`config.mk`:
```
export PLATFORM = sky130hd
export DESIGN_NAME = axi_default_slave_flat
export DESIGN_NICKNAME = d
export VERILOG_FILES = /design/src/rtl/axi_default_slave_if.sv /design/src/rtl/axi_default_slave.sv /design/src/flat_wrapper.sv
export SDC_FILE = /design/constraint.sdc
export NUM_CORES = 1
export LEC_CHECK = 0
export ABC_AREA = 0
export BUFFER_PORTS_ARGS = -buffer_cell sky130_fd_sc_hd__buf_4
export CORE_AREA = 2 2 100 102
export CTS_BUF_LIST = sky130_fd_sc_hd__clkbuf_4 sky130_fd_sc_hd__clkbuf_8
export CTS_CLUSTER_SIZE = 14
export DETAILED_ROUTE_END_ITERATION = 10
export DIE_AREA = 0 0 102 104
export GPL_ROUTABILITY_DRIVEN = 0
export PLACE_DENSITY_LB_ADDON = 0.05
export SLEW_MARGIN = 15
export SYNTH_ARGS = -nofsm -noshare
export SYNTH_HDL_FRONTEND = slang
export SYNTH_SLANG_ARGS = --single-unit
```
`constraint.sdc`:
```
create_clock -name ACLK -period 2.74 [get_ports ACLK]
set_clock_uncertainty 0.05 [all_clocks]
set_input_delay 0.411 -clock ACLK [delete_from_list [all_inputs] [get_ports ACLK]]
set_output_delay 0.411 -clock ACLK [all_outputs]
set_load 0.005 [all_outputs]
```
`src/rtl/axi_default_slave_if.sv`:
```
// AXI4 slave-side bundle for the default responder: AW/W/B/AR/R channels.
// The slave modport is the responder view; master is the requester view.
interface axi_default_slave_if #(
    parameter int ID_W   = 8,
    parameter int ADDR_W = 32,
    parameter int DATA_W = 32,
    parameter int LEN_W  = 4
);
    logic [ID_W-1:0]     S_AWID;
    logic [ADDR_W-1:0]   S_AWAddr;
    logic [LEN_W-1:0]    S_AWLen;
    logic [2:0]          S_AWSize;
    logic [1:0]          S_AWBurst;
    logic                S_AWValid;
    logic                S_AWReady;

    logic [DATA_W-1:0]   S_WData;
    logic [DATA_W/8-1:0] S_WStrb;
    logic                S_WLast;
    logic                S_WValid;
    logic                S_WReady;

    logic [ID_W-1:0]     S_BID;
    logic [1:0]          S_BResp;
    logic                S_BValid;
    logic                S_BReady;

    logic [ID_W-1:0]     S_ARID;
    logic [ADDR_W-1:0]   S_ARAddr;
    logic [LEN_W-1:0]    S_ARLen;
    logic [2:0]          S_ARSize;
    logic [1:0]          S_ARBurst;
    logic                S_ARValid;
    logic                S_ARReady;

    logic [ID_W-1:0]     S_RID;
    logic [DATA_W-1:0]   S_RData;
    logic [1:0]          S_RResp;
    logic                S_RLast;
    logic                S_RValid;
    logic                S_RReady;

    modport slave (
        input  S_AWID, S_AWAddr, S_AWLen, S_AWSize, S_AWBurst, S_AWValid,
        output S_AWReady,
        input  S_WData, S_WStrb, S_WLast, S_WValid,
        output S_WReady,
        output S_BID, S_BResp, S_BValid,
        input  S_BReady,
        input  S_ARID, S_ARAddr, S_ARLen, S_ARSize, S_ARBurst, S_ARValid,
        output S_ARReady,
        output S_RID, S_RData, S_RResp, S_RLast, S_RValid,
        input  S_RReady
    );

    modport master (
        output S_AWID, S_AWAddr, S_AWLen, S_AWSize, S_AWBurst, S_AWValid,
        input  S_AWReady,
        output S_WData, S_WStrb, S_WLast, S_WValid,
        input  S_WReady,
        input  S_BID, S_BResp, S_BValid,
        output S_BReady,
        output S_ARID, S_ARAddr, S_ARLen, S_ARSize, S_ARBurst, S_ARValid,
        input  S_ARReady,
        input  S_RID, S_RData, S_RResp, S_RLast, S_RValid,
        output S_RReady
    );
endinterface

```
`src/rtl/axi_default_slave.sv`:
```
// Default AXI responder for unmapped space: every write and read ends in DECERR.
// Independent write/read FSMs, one outstanding transaction per direction.
//
//   state  | meaning
//   W_IDLE | waiting for AW, W stalled
//   W_DATA | swallowing W beats until WLast
//   W_RESP | presenting B (DECERR) until BReady
//   R_IDLE | waiting for AR
//   R_DATA | issuing ARLen+1 zero-data DECERR beats
module axi_default_slave #(
    parameter int ID_W   = 8,
    parameter int ADDR_W = 32,
    parameter int DATA_W = 32,
    parameter int LEN_W  = 4
) (
    input  logic                ACLK,
    input  logic                ARESETn,
    axi_default_slave_if.slave  s,
    output logic [15:0]         err_cnt,
    output logic [ADDR_W-1:0]   err_addr
);
    localparam logic [1:0] RESP_DECERR = 2'b11;

    typedef enum logic [1:0] {W_IDLE = 2'd0, W_DATA = 2'd1, W_RESP = 2'd2} w_state_e;
    typedef enum logic {R_IDLE = 1'b0, R_DATA = 1'b1} r_state_e;

    w_state_e          w_state_q, w_state_d;
    r_state_e          r_state_q, r_state_d;
    logic [ID_W-1:0]   aw_id_q, aw_id_d;
    logic [ID_W-1:0]   ar_id_q, ar_id_d;
    logic [LEN_W-1:0]  ar_len_q, ar_len_d;
    logic [LEN_W-1:0]  beat_q, beat_d;
    logic [15:0]       err_cnt_q, err_cnt_d;
    logic [ADDR_W-1:0] err_addr_q, err_addr_d;

    logic aw_hs, w_last_hs, b_hs, ar_hs, r_hs, r_last;
    logic [1:0]  err_inc;
    logic [16:0] err_sum;

    assign aw_hs     = (w_state_q == W_IDLE) && s.S_AWValid;
    assign w_last_hs = (w_state_q == W_DATA) && s.S_WValid && s.S_WLast;
    assign b_hs      = (w_state_q == W_RESP) && s.S_BReady;
    assign ar_hs     = (r_state_q == R_IDLE) && s.S_ARValid;
    assign r_hs      = (r_state_q == R_DATA) && s.S_RReady;
    assign r_last    = (r_state_q == R_DATA) && (beat_q == ar_len_q);

    // ---------------- write FSM ----------------
    always_ff @(posedge ACLK or negedge ARESETn) begin
        if (!ARESETn) w_state_q <= W_IDLE;
        else          w_state_q <= w_state_d;
    end

    always_comb begin
        w_state_d = w_state_q;
        case (w_state_q)
            W_IDLE:  if (aw_hs)     w_state_d = W_DATA;
            W_DATA:  if (w_last_hs) w_state_d = W_RESP;
            W_RESP:  if (b_hs)      w_state_d = W_IDLE;
            default:                w_state_d = W_IDLE;
        endcase
    end

    always_comb begin
        s.S_AWReady = 1'b0;
        s.S_WReady  = 1'b0;
        s.S_BValid  = 1'b0;
        s.S_BID     = '0;
        s.S_BResp   = 2'b00;
        case (w_state_q)
            W_IDLE: s.S_AWReady = 1'b1;
            W_DATA: s.S_WReady  = 1'b1;
            W_RESP: begin
                s.S_BValid = 1'b1;
                s.S_BID    = aw_id_q;
                s.S_BResp  = RESP_DECERR;
            end
            default: s.S_AWReady = 1'b0;
        endcase
    end

    // ---------------- read FSM ----------------
    always_ff @(posedge ACLK or negedge ARESETn) begin
        if (!ARESETn) r_state_q <= R_IDLE;
        else          r_state_q <= r_state_d;
    end

    always_comb begin
        r_state_d = r_state_q;
        case (r_state_q)
            R_IDLE:  if (ar_hs)           r_state_d = R_DATA;
            R_DATA:  if (r_hs && r_last)  r_state_d = R_IDLE;
            default:                      r_state_d = R_IDLE;
        endcase
    end

    always_comb begin
        s.S_ARReady = 1'b0;
        s.S_RValid  = 1'b0;
        s.S_RID     = '0;
        s.S_RResp   = 2'b00;
        s.S_RLast   = 1'b0;
        s.S_RData   = {DATA_W{1'b0}};
        case (r_state_q)
            R_IDLE: s.S_ARReady = 1'b1;
            R_DATA: begin
                s.S_RValid = 1'b1;
                s.S_RID    = ar_id_q;
                s.S_RResp  = RESP_DECERR;
                s.S_RLast  = r_last;
            end
            default: s.S_ARReady = 1'b0;
        endcase
    end

    // ---------------- latched context and status ----------------
    assign aw_id_d  = aw_hs ? s.S_AWID  : aw_id_q;
    assign ar_id_d  = ar_hs ? s.S_ARID  : ar_id_q;
    assign ar_len_d = ar_hs ? s.S_ARLen : ar_len_q;
    // The counter never needs to wrap: the RLast beat leaves R_DATA.
    assign beat_d   = ar_hs ? '0 : (r_hs ? beat_q + LEN_W'(1) : beat_q);

    // AR address takes priority when both address channels fire together.
    assign err_addr_d = ar_hs ? s.S_ARAddr : (aw_hs ? s.S_AWAddr : err_addr_q);

    assign err_inc   = {1'b0, b_hs} + {1'b0, r_hs && r_last};
    assign err_sum   = {1'b0, err_cnt_q} + {15'b0, err_inc};
    assign err_cnt_d = err_sum[16] ? 16'hFFFF : err_sum[15:0];

    always_ff @(posedge ACLK or negedge ARESETn) begin
        if (!ARESETn) begin
            aw_id_q    <= '0;
            ar_id_q    <= '0;
            ar_len_q   <= '0;
            beat_q     <= '0;
            err_cnt_q  <= 16'h0000;
            err_addr_q <= '0;
        end else begin
            aw_id_q    <= aw_id_d;
            ar_id_q    <= ar_id_d;
            ar_len_q   <= ar_len_d;
            beat_q     <= beat_d;
            err_cnt_q  <= err_cnt_d;
            err_addr_q <= err_addr_d;
        end
    end

    assign err_cnt  = err_cnt_q;
    assign err_addr = err_addr_q;

    logic unused_bus;
    assign unused_bus = ^{s.S_AWLen, s.S_AWSize, s.S_AWBurst, s.S_WData, s.S_WStrb,
                          s.S_ARSize, s.S_ARBurst};
endmodule

```
`src/flat_wrapper.sv`:
```
// flat-port wrapper written by rule: the top's interface ports become plain ports
module axi_default_slave_flat 
#(
    parameter int ID_W   = 8,
    parameter int ADDR_W = 32,
    parameter int DATA_W = 32,
    parameter int LEN_W  = 4
)
  (ACLK, ARESETn, err_cnt, err_addr, s_S_AWID, s_S_AWAddr, s_S_AWLen, s_S_AWSize, s_S_AWBurst, s_S_AWValid, s_S_AWReady, s_S_WData, s_S_WStrb, s_S_WLast, s_S_WValid, s_S_WReady, s_S_BID, s_S_BResp, s_S_BValid, s_S_BReady, s_S_ARID, s_S_ARAddr, s_S_ARLen, s_S_ARSize, s_S_ARBurst, s_S_ARValid, s_S_ARReady, s_S_RID, s_S_RData, s_S_RResp, s_S_RLast, s_S_RValid, s_S_RReady);
  axi_default_slave_if #(.ID_W(ID_W), .ADDR_W(ADDR_W), .DATA_W(DATA_W), .LEN_W(LEN_W)) s_i ();
  input  logic ACLK;
  input  logic ARESETn;
  output logic [15:0] err_cnt;
  output logic [ADDR_W-1:0] err_addr;
  input wire logic [$bits(s_i.S_AWID)-1:0] s_S_AWID;
  input wire logic [$bits(s_i.S_AWAddr)-1:0] s_S_AWAddr;
  input wire logic [$bits(s_i.S_AWLen)-1:0] s_S_AWLen;
  input wire logic [$bits(s_i.S_AWSize)-1:0] s_S_AWSize;
  input wire logic [$bits(s_i.S_AWBurst)-1:0] s_S_AWBurst;
  input wire logic [$bits(s_i.S_AWValid)-1:0] s_S_AWValid;
  output wire logic [$bits(s_i.S_AWReady)-1:0] s_S_AWReady;
  input wire logic [$bits(s_i.S_WData)-1:0] s_S_WData;
  input wire logic [$bits(s_i.S_WStrb)-1:0] s_S_WStrb;
  input wire logic [$bits(s_i.S_WLast)-1:0] s_S_WLast;
  input wire logic [$bits(s_i.S_WValid)-1:0] s_S_WValid;
  output wire logic [$bits(s_i.S_WReady)-1:0] s_S_WReady;
  output wire logic [$bits(s_i.S_BID)-1:0] s_S_BID;
  output wire logic [$bits(s_i.S_BResp)-1:0] s_S_BResp;
  output wire logic [$bits(s_i.S_BValid)-1:0] s_S_BValid;
  input wire logic [$bits(s_i.S_BReady)-1:0] s_S_BReady;
  input wire logic [$bits(s_i.S_ARID)-1:0] s_S_ARID;
  input wire logic [$bits(s_i.S_ARAddr)-1:0] s_S_ARAddr;
  input wire logic [$bits(s_i.S_ARLen)-1:0] s_S_ARLen;
  input wire logic [$bits(s_i.S_ARSize)-1:0] s_S_ARSize;
  input wire logic [$bits(s_i.S_ARBurst)-1:0] s_S_ARBurst;
  input wire logic [$bits(s_i.S_ARValid)-1:0] s_S_ARValid;
  output wire logic [$bits(s_i.S_ARReady)-1:0] s_S_ARReady;
  output wire logic [$bits(s_i.S_RID)-1:0] s_S_RID;
  output wire logic [$bits(s_i.S_RData)-1:0] s_S_RData;
  output wire logic [$bits(s_i.S_RResp)-1:0] s_S_RResp;
  output wire logic [$bits(s_i.S_RLast)-1:0] s_S_RLast;
  output wire logic [$bits(s_i.S_RValid)-1:0] s_S_RValid;
  input wire logic [$bits(s_i.S_RReady)-1:0] s_S_RReady;
  assign s_i.S_AWID = s_S_AWID;
  assign s_i.S_AWAddr = s_S_AWAddr;
  assign s_i.S_AWLen = s_S_AWLen;
  assign s_i.S_AWSize = s_S_AWSize;
  assign s_i.S_AWBurst = s_S_AWBurst;
  assign s_i.S_AWValid = s_S_AWValid;
  assign s_S_AWReady = s_i.S_AWReady;
  assign s_i.S_WData = s_S_WData;
  assign s_i.S_WStrb = s_S_WStrb;
  assign s_i.S_WLast = s_S_WLast;
  assign s_i.S_WValid = s_S_WValid;
  assign s_S_WReady = s_i.S_WReady;
  assign s_S_BID = s_i.S_BID;
  assign s_S_BResp = s_i.S_BResp;
  assign s_S_BValid = s_i.S_BValid;
  assign s_i.S_BReady = s_S_BReady;
  assign s_i.S_ARID = s_S_ARID;
  assign s_i.S_ARAddr = s_S_ARAddr;
  assign s_i.S_ARLen = s_S_ARLen;
  assign s_i.S_ARSize = s_S_ARSize;
  assign s_i.S_ARBurst = s_S_ARBurst;
  assign s_i.S_ARValid = s_S_ARValid;
  assign s_S_ARReady = s_i.S_ARReady;
  assign s_S_RID = s_i.S_RID;
  assign s_S_RData = s_i.S_RData;
  assign s_S_RResp = s_i.S_RResp;
  assign s_S_RLast = s_i.S_RLast;
  assign s_S_RValid = s_i.S_RValid;
  assign s_i.S_RReady = s_S_RReady;
  axi_default_slave #(.ID_W(ID_W), .ADDR_W(ADDR_W), .DATA_W(DATA_W), .LEN_W(LEN_W)) u_core (.ACLK(ACLK), .ARESETn(ARESETn), .s(s_i), .err_cnt(err_cnt), .err_addr(err_addr));
endmodule
```
==> results of run 1 <==
[area by class of cell]
type | count | area, sq um
clock inverters | 2 | 35.03
flip-flops and latches | 75 | 1877
well taps | 133 | 166.4
repair buffers | 174 | 1334
inverters | 2 | 7.507
clock buffers | 13 | 166.4
fillers | 919 | 4309
multi-input cells | 274 | 1654
[per-layer routing]
layer  global-route usage  routed length (microns)
met5                    0                        0
met3              0.03965                      638
met2               0.2646                     4339
met1               0.2233                     3917
met4              0.05429                      117
[synthesized netlist by cell type]
master     instances  area share
a2bb2oi_1          1      0.0023
dfrtp_1           75        0.50
nand4_4            1      0.0057
nor4_4             1      0.0057
and4_1             2      0.0047
ha_1               2      0.0067
and2_1            18       0.030
a21boi_0           1      0.0020
nor4_1             1      0.0017
o31ai_1            1      0.0020
nand2b_1           3      0.0050
buf_1              1      0.0010
o211ai_1           1      0.0020
a31oi_1            2      0.0033
nand3_4            1      0.0047
nand4_1            5      0.0083
a21bo_2            1      0.0027
buf_4             39       0.078
nor2_2             1      0.0017
nand3_1            7      0.0093
clkbuf_1           8      0.0080
a21o_1             1      0.0020
nor2b_1            3      0.0050
buf_2              5      0.0067
and3_1             2      0.0033
mux2i_1           32       0.085
inv_1              2      0.0020
nand3b_1           1      0.0020
a32o_1             2      0.0053
mux2_1             1      0.0030
o21ai_0           36       0.048
conb_1             1      0.0010
xor2_1             3      0.0070
nor3_1             2      0.0027
mux2_2             9       0.027
a21oi_1            4      0.0053
nand2_1           82       0.082
xnor2_1            8       0.019
fa_1               1      0.0053
nor2_1             6      0.0060
[flip-flops by register name, indices dropped and copies added, names as in the netlist]
name and cells:
u_core.beat_q 4, u_core.r_state_q 1, u_core.w_state_q 2, u_core.ar_id_q 8, u_core.err_addr 32, u_core.ar_len_q 4, u_core.aw_id_q 8, u_core.err_cnt 16
[report_power, final]
| part | total (uW) | switching [uW] | internal, uW | leakage (uW) |
|---|---|---|---|---|
| combinational | 1940 | 852 | 1090 | 0.00159 |
| clock | 859 | 374 | 485 | 0.000106 |
| sequential | 1850 | 277 | 1580 | 0.000927 |
[critical path, cell delays in order, from the launching register on]
cell     delay, ns
dfrtp_1       0.44
xnor2_1       0.17
nand4_1       0.17
nor2_2        0.19
fa_1          0.24
ha_1          0.23
nand4_1       0.19
nor2_2        0.25
nand4_1       0.13
mux2_2        0.28
[worst paths after layout]
| path | depth (start not counted) | end | slack [ns] | startpoint |
|---|---|---|---|---|
| max | 9 | u_core.err_cnt[14] | 0.29 | u_core.beat_q[0] |
| min | 3 | u_core.ar_id_q[6] | 0.22 | s_S_ARID[6] |
| max reg2reg | 9 | u_core.err_cnt[14] | 0.29 | u_core.beat_q[0] |
| min reg2reg | 2 | u_core.ar_id_q[1] | 0.42 | u_core.ar_id_q[1] |
| max in group asynchronous | 3 | u_core.err_cnt[6] | 1.51 | ARESETn |
| min in group asynchronous | 2 | u_core.err_addr[26] | 0.54 | ARESETn |
[stage by stage]
step                power [uW]  hold slack (ns)  instances  utilization  instance area [sq um]
global route              5035           0.2006        673       0.5487                   5240
detailed placement        3847           0.3681        657       0.5263                   5026
CTS                       4729           0.2007        673       0.5485                   5238
floorplan                 2873          0.06541        404            -                   3879
finish                    4655           0.2154        673       0.5487                   5240
global placement          3803           0.3691        657       0.5263                   5026
[repair_timing]
item	in CTS	in global routing
buffers inserted	0	0
resized for setup	0	1
hold endpoints to repair	5	0
hold buffers	1	0
endpoints found under the setup margin	0	2
[kinds of logic (layout without fill, tap and decap cells)]
kind of cell / after synthesis / after routing
compound gates: 50 / 50
simple gates: 136 / 136
xor+xnor: 11 / 11
fa+ha+maj: 3 / 3
flops: 75 / 75
buf+inv: 55 / 191
other cells: 1 / 32
mux: 42 / 42
==> results.ini, run 1 <==
[status]
run_status = finished, final reports clean

[synthesis]
synth.distinct_cells = 40
yosysSeqAreaShare = 0.4988
synth_compound_area_frac = 0.07483
ys_ff_latch = 75
ys.warnings.count = 0
synthAdderAreaFrac = 0.01197
syn_avg_cell_area_sq_um = 10.09
synthSimpleGateAreaFrac = 0.1773
synth_xor_area_frac = 0.02561
synth_top_family_by_area = simple AND/OR/NAND/NOR gates
synthesis.area_sq_um = 3762
synthMuxAreaShare = 0.1151
synth_cells = 373

[clock_tree]
htreeDepth = 3
clockBufferDepth = 2
path_clk_slew_ns = 0.07
cts_made_buffers = 9
clk_latency_ns = 0.33
tritoncts = built
cts_sinks = 75
root_buffer = clkbuf_8

[final_layout]
final_cell_mix = buf_4, nand2_1, dfrtp_1, o21ai_0
layout-drive-gt1-share = 0.3796
antenna_cells = 0
final_common_cell = buf_4
area_growth_pct = 39.28
nNetsFinal = 681

[floorplanning]
initial_core_util = 0.3940
die_w_microns = 102
core_area_sq_um = 9549
die_y_microns = 104
die_area_sq_um = 10610
rows = 36
pin_count = 248

[detailed_routing]
finalWirelength_mm = 9.012
wl_per_cell_microns = 13.39
firstDrtPassIters = 4
drtIter0Drc = 70
via_per_inst = 4.455
ant_nets = 0
drc = 0
num_vias = 2998

[timing]
finalCritPeriodShare = 0.8937
finalSetupTns_ns = 0
worstMarginPinSlew_ns = 0.5325
fmax_ghz = 0.4084
slew-limit-headroom = 0.6443
hold_violations = 0
setup_ws_ns = 0.2912
drv_slew = 0
rsz0062_at_grt = false
fin_crit_ns = 2.449
setup_viol = 0

[worst_setup_path]
worstSetupStartpointType = flip-flop
criticalPathCategory = reg -> reg
crit_required_ns = 2.91
cp-end-kind = flip-flop
cp_max_fo = 5
cp.arrival_ns = 2.62

[pwr]
p_per_area_nw_per_um2 = 888.4
p_leak_uw = 0.002619
ir_drop_v = 0.0004249

[global_route]
antenna_found_initial = 0
grt_pass1_wl_mm = 14.08
overflow = 0
track_usage = 0.1667
grt_max_degree = 56
grt_pass1_vias = 2830

[run]
maxCapViolations = 0

[place]
dp_hpwl_mm = 6.779
port_buffers = 165
place_ws_ns = 0.2155

[hold_path]
hp-class = in -> reg

(Power assumes the default switching activity.)
==> inputs of run 2 (changes only) <==
--- a/config.mk
+++ b/config.mk
@@ -5,13 +5,13 @@
 export SDC_FILE = /design/constraint.sdc
 export NUM_CORES = 1
 export LEC_CHECK = 0
-export ABC_AREA = 0
+export ABC_AREA = 1
 export BUFFER_PORTS_ARGS = -buffer_cell sky130_fd_sc_hd__buf_4
-export CORE_AREA = 2 2 100 102
+export CORE_AREA = 2 2 103 105
 export CTS_BUF_LIST = sky130_fd_sc_hd__clkbuf_4 sky130_fd_sc_hd__clkbuf_8
 export CTS_CLUSTER_SIZE = 14
 export DETAILED_ROUTE_END_ITERATION = 10
-export DIE_AREA = 0 0 102 104
+export DIE_AREA = 0 0 105 107
 export GPL_ROUTABILITY_DRIVEN = 0
 export PLACE_DENSITY_LB_ADDON = 0.05
 export SLEW_MARGIN = 15
==> results.ini, run 2 <==
[final_layout]
antenna_cells = 0
final_cell_mix = buf_4, nand2_1, dfrtp_1, nor2_1, nand3_1
n_fill_cell = 993
area_growth_pct = 35.08
largest_reg_flops = 32
nNetsFinal = 777
final_common_cell = buf_4
finalInstanceArea_sq_um = 5376
layout-drive-gt1-share = 0.3412

[clock_tree]
clockBufferDepth = 2
path_clk_slew_ns = 0.08
tritoncts = built
cts_sinks = 75
cts_made_buffers = 9
clk_latency_ns = 0.34
htreeDepth = 3
root_buffer = clkbuf_8
cts.hold.buffers_added = 0

[timing]
rsz0062_at_grt = false
slew-limit-headroom = 0.3524
finalSetupTns_ns = 0
finalCritPeriodShare = 0.8682
worstMarginPinSlew_ns = 0.9714
drv_slew = 0
setup_viol = 0
hold_violations = 0
fmax_ghz = 0.4204
fin_crit_ns = 2.379

[detailed_routing]
firstDrtPassIters = 5
wl_per_cell_microns = 13.55
drtIter0Drc = 236
drc = 0
num_vias = 3574
ant_nets = 0
via_per_inst = 4.630
finalWirelength_mm = 10.46

[pwr]
p_per_area_nw_per_um2 = 880.0
ir_drop_v = 0.0003055
power.total_uw = 4731
p_leak_uw = 0.002853

[place]
postPlaceCellArea_sq_um = 5140
dp_hpwl_mm = 7.501
port_buffers = 165

[worst_setup_path]
cp_max_fo = 15
worst-r2r-cell-count = 11
slowest_stage = dfrtp_1
reg2reg_from = u_core.w_state_q[1]
crit_path_start = u_core.w_state_q[1]
path_cells = inv_1 > nor2_1 > inv_2 > nor2_1 > fa_1 > ha_1 > nand3_1 > inv_2 > nand4_4 > buf_12 > o21ai_0
r2r_end = u_core.err_cnt[2]
rrSetupSlack_ns = 0.36
crit_buf_inv = 4
criticalPathCategory = reg -> reg
cp-end-kind = flip-flop
cp.arrival_ns = 2.58
crit_cells = 11
cp_top_family = simple AND/OR/NAND/NOR gates
crit_required_ns = 2.95
slowest_delay_ns = 0.41
worstSetupStartpointType = flip-flop
crit_end = u_core.err_cnt[2]

[hold_path]
hp-class = in -> async

[synthesis]
syn_avg_cell_area_sq_um = 8.361
synth_flop_cell = dfrtp_1
yosysSeqAreaShare = 0.4715
synth.distinct_cells = 31
yosysTopAreaCell = dfrtp_1
synth_edf_count = 0
synth.most_common_cell = nand2_1
ys_top_cells_by_area = dfrtp_1, nand2_1, buf_4, nor2_1, nand3_1
async_flop_share = 1.000
ys_ff_latch = 75
synthesis.area_sq_um = 3980
synth_top_area_frac = 0.4715
synthTopCellsByCount = nand2_1, dfrtp_1, nor2_1, nand3_1, inv_1
synth_cells = 476
ys.warnings.count = 0

[global_route]
overflow = 0
grt_max_degree = 76
antenna_found_initial = 0
track_usage = 0.1819
grt_pass1_vias = 3335
grt_pass1_wl_mm = 16.35

[floorplanning]
core_area_sq_um = 10090
pin_count = 248
die_w_microns = 105
rows = 37
initial_core_util = 0.3944
die_y_microns = 107
die_area_sq_um = 11240

[status]
run_status = finished, final reports clean

[run]
maxCapViolations = 0

==> run 2: cell types whose count changed after synthesis, moves of 4 or more <==
cell     before  now
buf_6         0    5
buf_2         5   10
nor2_1        6   73
o21ai_0      36    6
a31oi_1       2   32
mux2i_1      32    1
nand2_1      82   86
and2_1       18    1
xnor2_1       8    2
nand2_2       0    5
nand3_1       7   48
inv_1         2   41
a21oi_1       4   13
==> run 2: cell type report <==
cell class | count | area [sq um] | share of cell area
Timing Repair Buffer | 171 | 1296 | 0.2411
Sequential cell | 75 | 1878 | 0.3493
Multi-Input combinational cell | 331 | 1652 | 0.3072
Inverter | 44 | 165.2 | 0.03072
Clock buffer | 10 | 137.6 | 0.02560
Clock inverter | 5 | 77.57 | 0.01443
Tap cell | 136 | 170.2 | 0.03165
==> run 2: kinds of logic (layout without fill, tap and decap cells) <==
group,Yosys count,after routing,synth area share
simple gates,230,230,0.2603
compound gates,51,51,0.07419
mux,10,10,0.02798
fa+ha+maj,3,3,0.01132
xor+xnor,5,5,0.01100
flops,75,75,0.4715
other cells,1,32,0.0009422
buf+inv,101,230,0.1427
==> run 2: worst min path at each step <==
stage                            startpoint                 to  slack (ns)  depth (start not counted)
after global routing            s_S_ARID[1]  u_core.ar_id_q[1]        0.23                          2
after detailed placement  u_core.ar_id_q[1]  u_core.ar_id_q[1]        0.43                          1
after global placement    u_core.ar_id_q[1]  u_core.ar_id_q[1]        0.43                          1
final                               ARESETn  u_core.aw_id_q[6]        0.18                          1
after floorplan                     ARESETn  u_core.ar_id_q[0]        0.07                          0
after CTS                           ARESETn  u_core.aw_id_q[6]        0.21                          1
==> run 2: routing by layer <==
layer  part of all wire  global-route usage
met5                  0                   0
met2               0.47              0.2968
met3              0.056             0.02979
met1               0.45              0.2449
met4              0.021             0.06571
==> run 2: where the power goes <==
part,internal (uW),switching (uW),total (uW),leakage [uW]
combinational,990,964,1950,0.00187
sequential,1560,277,1830,0.000879
clock,530,413,943,0.000108
==> run 2: timing repair <==
item | 4_1_cts | 5_1_grt
gates resized for setup | 0 | 1
setup endpoints to repair | 0 | 5
hold endpoints to repair | 0 | 0
setup buffers | 0 | 1
==> run 2: through the flow <==
stage / instances / utilization / worst slack [ns] / hold slack (ns)
3_3_place_gp: 756 / 0.5093 / 0.2717 / 0.4272
3_5_place_dp: 756 / 0.5093 / 0.2101 / 0.4327
2_1_floorplan: 507 / - / 0.5759 / 0.06541
6_report: 772 / 0.5327 / 0.3612 / 0.1753
5_1_grt: 772 / 0.5327 / 0.05708 / 0.2261
4_1_cts: 771 / 0.5306 / 0.2097 / 0.2105
==> inputs of run 3 (changes only) <==
--- a/config.mk
+++ b/config.mk
@@ -7,11 +7,11 @@
 export LEC_CHECK = 0
 export ABC_AREA = 1
 export BUFFER_PORTS_ARGS = -buffer_cell sky130_fd_sc_hd__buf_4
-export CORE_AREA = 2 2 103 105
+export CORE_AREA = 2 2 110 112
 export CTS_BUF_LIST = sky130_fd_sc_hd__clkbuf_4 sky130_fd_sc_hd__clkbuf_8
 export CTS_CLUSTER_SIZE = 14
 export DETAILED_ROUTE_END_ITERATION = 10
-export DIE_AREA = 0 0 105 107
+export DIE_AREA = 0 0 112 114
 export GPL_ROUTABILITY_DRIVEN = 0
 export PLACE_DENSITY_LB_ADDON = 0.05
 export SLEW_MARGIN = 15
==> results.ini, run 3 (same netlist as run 2, synthesis figures left out) <==
[hold_path]
hp-class = in -> async

[worst_setup_path]
slowest_delay_ns = 0.40
path_cells = inv_1 > nor2_1 > inv_2 > nor2_1 > fa_1 > ha_1 > nand3_1 > inv_2 > nand4_4 > nand3_1
cp-end-kind = flip-flop
crit_required_ns = 2.97
cp_max_fo = 16
worstSetupStartpointType = flip-flop
crit_buf_inv = 3
criticalPathCategory = reg -> reg
cp.arrival_ns = 2.69
slowest_stage = dfrtp_1
cp_top_family = simple AND/OR/NAND/NOR gates

[floorplanning]
rows = 40
die_w_microns = 112
pin_count = 248
die_y_microns = 114
core_area_sq_um = 11710
initial_core_util = 0.3399
die_area_sq_um = 12770

[timing]
setup_viol = 0
slew-limit-headroom = 0.3402
finalSetupTns_ns = 0
rsz0062_at_grt = false
worstMarginPinSlew_ns = 0.9896
hold_violations = 0
fmax_ghz = 0.4056
whs_ns = 0.1583
fin_crit_ns = 2.466
drv_slew = 0
finalCritPeriodShare = 0.8998

[detailed_routing]
finalWirelength_mm = 10.46
num_vias = 3554
firstDrtPassIters = 4
drc = 0
ant_nets = 0
drtIter0Drc = 200
via_per_inst = 4.551
wl_per_cell_microns = 13.39

[place]
dp_hpwl_mm = 7.327
place_inst = 766
postPlaceCellArea_sq_um = 5146
port_buffers = 165

[final_layout]
final_cell_mix = buf_4, nand2_1, dfrtp_1, nor2_1, nand3_1
area_growth_pct = 34.36
final_common_cell = buf_4
antenna_cells = 0
final_cell_count_no_fill = 781
layout-drive-gt1-share = 0.3375
largest_reg_flops = 32
seq_area_sq_um = 1877
finalInstanceArea_sq_um = 5348
n_fill_cell = 1183
multiInputGateArea_sq_um = 1652
nNetsFinal = 775

[clock_tree]
cts_resized = 0
path_clk_slew_ns = 0.07
clockBufferDepth = 2
cts_made_buffers = 9
cts.hold.buffers_added = 0
clk_latency_ns = 0.35
postCtsSetupRepairBufs = 0
cts_sinks = 75
root_buffer = clkbuf_8
tritoncts = built
htreeDepth = 3

[run]
maxCapViolations = 0

[global_route]
overflow = 0
grt_pass1_vias = 3127
track_usage = 0.1610
grt_pass1_wl_mm = 16.24
grt_max_degree = 76
antenna_found_initial = 0

[status]
run_status = finished, final reports clean

[pwr]
pwr-share-seq = 0.394
power.net_switching_uw = 1627
combPwrFrac = 0.417
power.internal_uw = 3027
p_per_area_nw_per_um2 = 870.2
ir_drop_v = 0.0004420
p_leak_uw = 0.002838
switching_share = 0.3496
p_clk_frac = 0.189

-- run 3: changes by cell type in the layout (fill, tap and decap cells not counted) --
cell        change
clkbuf_4        +2
buf_12          -1
buf_4           -1
bufinv_16       -1
clkbuf_8        +1
clkinv_2        -1
clkinvlp_4      -1
dfrtp_1         +1
dfrtp_2         -1
-- run 3: worst paths after layout --
kind | start | to | slack, ns | cells past startpoint
max in group asynchronous | ARESETn | u_core.err_addr[12] | 1.82 | 1
worst max-delay path | u_core.w_state_q[1] | u_core.err_cnt[14] | 0.27 | 10
worst max register to register | u_core.w_state_q[1] | u_core.err_cnt[14] | 0.27 | 10
worst min register to register | u_core.beat_q[3] | u_core.beat_q[3] | 0.44 | 1
worst min-delay path | ARESETn | u_core.aw_id_q[6] | 0.16 | 1
min in group ACLK | s_S_BReady | u_core.w_state_q[1] | 0.21 | 2
-- run 3: per-layer routing --
| layer | vias to the layer above | GRT usage | routed length, microns |
|---|---|---|---|
| li1 | 1767 | - | - |
| met1 | 1664 | 0.2198 | 4741 |
| met2 | 111 | 0.2517 | 5008 |
| met3 | 12 | 0.02869 | 549 |
| met4 | 0 | 0.07317 | 159 |
| met5 | - | 0 | 0 |
-- run 3: worst register-to-register path, delay by kind of cell, from the launching register on --
family                     cells  cell delay [ns]
DFF                            1             0.40
and+or+nand+nor                5             1.11
adders and majority gates      2             0.48
buffers and inverters          3             0.34
-- run 3: metrics by stage --
stage	power (uW)	util	setup WS (ns)
global placement	3802	0.4394	0.3206
detailed placement	3838	0.4394	0.2693
CTS	4747	0.4566	0.2598
floorplan	2949	-	0.5759
global route	5044	0.4566	0.03725
finish	4654	0.4566	0.2745
-- run 3: cell type report --
type / instances / area share
Tap cell: 147 / 0.03439
Clock buffer: 13 / 0.03112
Sequential cell: 75 / 0.3510
Inverter: 44 / 0.03088
Clock inverter: 2 / 0.006551
Multi-Input combinational cell: 331 / 0.3088
Timing Repair Buffer: 169 / 0.2372
-- run 3: power by group through the flow --
stage                     sequential (uW)  clock (uW)  combinational (uW)
after floorplan                      1830           0                1120
after global placement               1840           0                1960
after detailed placement             1860           0                1980
after CTS                            1840         927                1980
after global routing                 1900         968                2170
final                                1830         881                1940
